`config.mk`:
```
export PLATFORM = sky130hd
export DESIGN_NAME = count_access_arbiter
export DESIGN_NICKNAME = d
export VERILOG_FILES = /design/src/rtl/count_access_arbiter.sv
export SDC_FILE = /design/constraint.sdc
export NUM_CORES = 1
export LEC_CHECK = 0
export ABC_AREA = 1
export CORE_UTILIZATION = 30
export DETAILED_ROUTE_END_ITERATION = 7
export HOLD_SLACK_MARGIN = 0.15
export PLACE_DENSITY = 0.6
export SKIP_CTS_REPAIR_TIMING = 1
export SYNTH_ARGS = -nofsm -noshare
export SYNTH_HDL_FRONTEND = slang
export SYNTH_SLANG_ARGS = --single-unit
```
`constraint.sdc`:
```
create_clock -name clk -period 2.9 [get_ports clk]
set_clock_uncertainty 0.1 [all_clocks]
set_input_delay 0.87 -clock clk [delete_from_list [all_inputs] [get_ports clk]]
set_output_delay 0.87 -clock clk [all_outputs]
set_load 0.01 [all_outputs]
```
`src/rtl/count_access_arbiter.sv`:
```
// Arbitrates Wishbone and logic-analyzer accesses to the shared count register
// and gates the free-run increment; one access in flight, round-robin on ties.
module count_access_arbiter #(
  parameter int BITS = 16
) (
  input  logic            clk,
  input  logic            reset,
  input  logic            wb_valid,
  input  logic            wb_we,
  input  logic [3:0]      wb_sel,
  input  logic [BITS-1:0] wb_wdata,
  output logic            wb_ready,
  output logic [BITS-1:0] wb_rdata,
  input  logic            la_valid,
  input  logic [BITS-1:0] la_mask,
  input  logic [BITS-1:0] la_data,
  output logic            la_ack,
  output logic [BITS-1:0] la_rdata,
  input  logic            run_en,
  input  logic [BITS-1:0] cnt_value,
  output logic            cnt_load,
  output logic [BITS-1:0] cnt_load_mask,
  output logic [BITS-1:0] cnt_load_data,
  output logic            cnt_inc,
  output logic [1:0]      grant
);

  typedef enum logic [1:0] {IDLE, SERVE, ACK} state_t;

  state_t          state;
  logic            last_la;
  logic            win_la;
  logic            pick_la;
  logic            start;
  logic            load_next;
  logic [BITS-1:0] wb_mask;
  logic [BITS-1:0] pick_mask;
  logic [BITS-1:0] pick_data;

  // Byte lane k drives bits 8k+7:8k; lanes above BITS simply fall off.
  always_comb begin
    wb_mask = '0;
    for (int i = 0; i < BITS; i++) begin
      wb_mask[i] = wb_we & wb_sel[i[4:3]];
    end
  end

  assign pick_la   = la_valid & (~wb_valid | ~last_la);
  assign pick_mask = pick_la ? la_mask : wb_mask;
  assign pick_data = pick_la ? la_data : wb_wdata;
  assign start     = (state == IDLE) & (wb_valid | la_valid);
  assign load_next = start & (|pick_mask);

  // Strobes are decided at IDLE exit so the load lands exactly in SERVE.
  always_ff @(posedge clk) begin
    if (reset) begin
      state         <= IDLE;
      last_la       <= 1'b1;
      win_la        <= 1'b0;
      wb_ready      <= 1'b0;
      la_ack        <= 1'b0;
      cnt_load      <= 1'b0;
      cnt_load_mask <= '0;
      cnt_load_data <= '0;
      cnt_inc       <= 1'b0;
      grant         <= 2'b00;
      wb_rdata      <= '0;
      la_rdata      <= '0;
    end else begin
      wb_ready      <= 1'b0;
      la_ack        <= 1'b0;
      cnt_load      <= load_next;
      cnt_load_mask <= '0;
      cnt_load_data <= '0;
      cnt_inc       <= run_en & ~load_next;
      case (state)
        IDLE: begin
          if (start) begin
            win_la <= pick_la;
            grant  <= pick_la ? 2'b10 : 2'b01;
            state  <= SERVE;
            if (load_next) begin
              cnt_load_mask <= pick_mask;
              cnt_load_data <= pick_data;
            end
          end
        end
        SERVE: begin
          // cnt_value still holds the pre-load value during this cycle.
          if (win_la) begin
            la_rdata <= cnt_value;
            la_ack   <= 1'b1;
          end else begin
            wb_rdata <= cnt_value;
            wb_ready <= 1'b1;
          end
          state <= ACK;
        end
        ACK: begin
          last_la <= win_la;
          grant   <= 2'b00;
          state   <= IDLE;
        end
        default: begin
          grant <= 2'b00;
          state <= IDLE;
        end
      endcase
    end
  end

endmodule
```
==> results.json <==
{
  "layoutNonFillerInstCount": 647,
  "grt_setup_unrepaired": "no",
  "ys.warnings.count": 0,
  "worst_setup_path_start_kind": "input pin",
  "io_buffer_count": 141,
  "r2r_slack_ns": 1.04,
  "tightest_slew_ns": 0.914,
  "synth_adder_area_share_pct": 0,
  "place_congestion": 0.766,
  "start_util_pct": 30.8,
  "worstHoldEndpoint": "wb_rdata[13]",
  "r2r_start": "last_la",
  "io_pins": 144,
  "num-fill-cells": 912,
  "ys_seq_area_share_pct": 52.3,
  "rows": 35,
  "setup.worst_path.class": "in2reg",
  "final_util_pct": 49.5,
  "grt.overflow.total": 0,
  "ant_nets": 0,
  "relSlewSlack_pct": 39.1,
  "antenna_found_initial": 0,
  "crit_path_end_kind": "register",
  "nNetsFinal": 605,
  "post-dp-hpwl_um": 5840,
  "r2r_cells": 11,
  "vdd.ir_drop.worst_mv": 0.208,
  "reg2reg_to": "cnt_load_mask[10]",
  "muxShareOfSynthArea_pct": 0,
  "drive_gt1_share_pct": 5.97,
  "required_ns": 3.03,
  "synth_area_mm2": 0.00284,
  "ys_types": 15,
  "clk_pin_slew_ns": 0.08,
  "cts_buffers": 9,
  "dieArea_mm2": 0.00984,
  "syn_avg_cell_area_um2": 7.29,
  "grtUsageTotal_pct": 16.5,
  "cts_tree": "yes",
  "wirelength_um": 7770,
  "num_antenna_cells": 0,
  "cts_sinks": 74,
  "fmax_mhz": 397,
  "drt_iter0_markers": 21,
  "avgRoutedWirePerCell_um": 12.0,
  "p_leak_nw": 1.97,
  "die_h_um": 99.2,
  "fin_crit_ns": 2.52,
  "whs_path_depth": 2,
  "postSynthCellCount": 389,
  "cp_max_fo": 33,
  "min_from": "wb_rdata[13]",
  "hold_path.class": "reg2reg",
  "period_share_pct": 86.8,
  "outcome": "finished, final reports clean",
  "synthToLayoutAreaGrowth_pct": 60.5,
  "ctsRootBufferMaster": "clkbuf_8",
  "synth-simple-area-share_pct": 26.7,
  "vias": 2819,
  "grt_first_pass_wirelength_um": 12700,
  "cts.path.max_buffers": 2,
  "finalMaxSlewViolations": 0,
  "synth_nets": 463,
  "cap_violations": 0,
  "powerDensity_mw_per_mm2": 508,
  "first_global_vias": 2714,
  "htreeDepth": 3,
  "numPlacedInstances": 631,
  "synth_compound_area_share_pct": 9.36,
  "setup_viol": 0,
  "synth_top_family_by_area": "simple AND/OR/NAND/NOR gates",
  "firstDrtPassIters": 4,
  "via_per_inst": 4.36,
  "worstSkewPairLatency_ns": 0.35,
  "tns_ns": 0,
  "drc_errors": 0,
  "core_mm2": 0.00920,
  "cp_data_arrival_time_ns": 2.65,
  "grt_max_degree": 34,
  "synth_xor_xnor_area_share_pct": 0,
  "ys_ff_latch": 74,
  "die_x_um": 99.2,
  "hold_violations": 0
}
==> cells by family after synthesis <==
family / count (synthesis)
AOI/OAI and AO/OA: 53
buffers and inverters: 78
DFF: 74
and+or+nand+nor: 184
==> cell usage after synthesis <==
cell	n	area share [%]
nand2_1	100	13
dfxtp_1	74	52
inv_1	57	7.5
nor2_1	44	5.8
nand3_1	34	6.0
a21oi_1	33	5.8
o21ai_0	20	3.5
clkbuf_1	13	1.7
buf_6	4	1.6
buf_2	3	0.53
nand2_2	3	0.66
buf_4	1	0.26
nand2_4	1	0.40
nor2_4	1	0.40
or2_1	1	0.22
==> stage by stage <==
step | power (mW) | hold slack (ns) | area (um^2) | setup slack (ns)
3_3_place_gp | 1.58 | 0.330 | 4360 | 0.0547
6_report | 2.31 | 0.344 | 4550 | 0.382
3_5_place_dp | 1.58 | 0.333 | 4360 | 0.0101
5_1_grt | 2.45 | 0.382 | 4550 | 0.116
4_1_cts | 2.35 | 0.345 | 4550 | 0.376
2_1_floorplan | 1.32 | 0.347 | 2840 | 0.839
==> worst max-delay path, stage by stage <==
cell	delay [ns]
clkdlybuf4s50_1	0.43
nand2_2	0.10
nand2_2	0.11
nand2_1	0.27
nand2_1	0.12
nor2_1	0.13
nand2_1	0.07
nor2_1	0.09
nand2_1	0.11
nand2_2	0.10
buf_12	0.19
nor2_1	0.06
==> worst max-delay path by stage <==
stage	startpoint	end	slack (ns)	cells past startpoint
after floorplan	wb_valid	cnt_load_mask[13]	0.84	12
after global routing	wb_valid	cnt_load_mask[10]	0.12	12
after global placement	wb_valid	cnt_load_mask[2]	0.05	12
final	wb_valid	cnt_load_mask[10]	0.38	12
after detailed placement	wb_valid	cnt_load_mask[3]	0.01	12
after CTS	wb_valid	cnt_load_mask[10]	0.38	12
==> flip-flops by register name (all words and copies together) (netlist names) <==
register	cells
la_rdata	16
wb_rdata	16
win_la	1
grant	2
state	2
wb_ready	1
cnt_inc	1
cnt_load	1
last_la	1
cnt_load_data	16
la_ack	1
cnt_load_mask	16
==> report_power, final <==
| group | switching, mW | internal [mW] | leakage [nW] | total [mW] |
|---|---|---|---|---|
| Sequential | 0.0232 | 1.08 | 0.605 | 1.10 |
| Clock | 0.420 | 0.341 | 0.0855 | 0.761 |
| Combinational | 0.207 | 0.245 | 1.28 | 0.452 |
==> metal layers <==
layer	vias to the layer above	track usage, %	wire (um)
met3	8	5.83	695
met4	0	6.22	93
met1	1230	19.8	3480
met2	109	27.1	3500
li1	1472	-	-
met5	-	0	0
==> cell type report <==
type                            count  area [um^2]  area share (%)
Tap cell                          111          139            3.05
Clock inverter                      6         48.8            1.07
Inverter                           57          214            4.70
Clock buffer                       10          138            3.02
Sequential cell                    74         1480            32.6
Timing Repair Buffer              152         1510            33.1
Multi-Input combinational cell    237         1020            22.5
==> layout by cell type, fill, tap and decap left out, types with 10 or more instances in the layout <==
cell type        netlist  final
dfxtp_1               74     74
nand3_1               34     34
nor2_1                44     44
a21oi_1               33     33
inv_1                 57     57
nand2_1              100    100
o21ai_0               20     20
clkdlybuf4s50_1        0    141
buf_4                  1     10
clkbuf_8               0     10
Power figures use the tool's default switching activity.
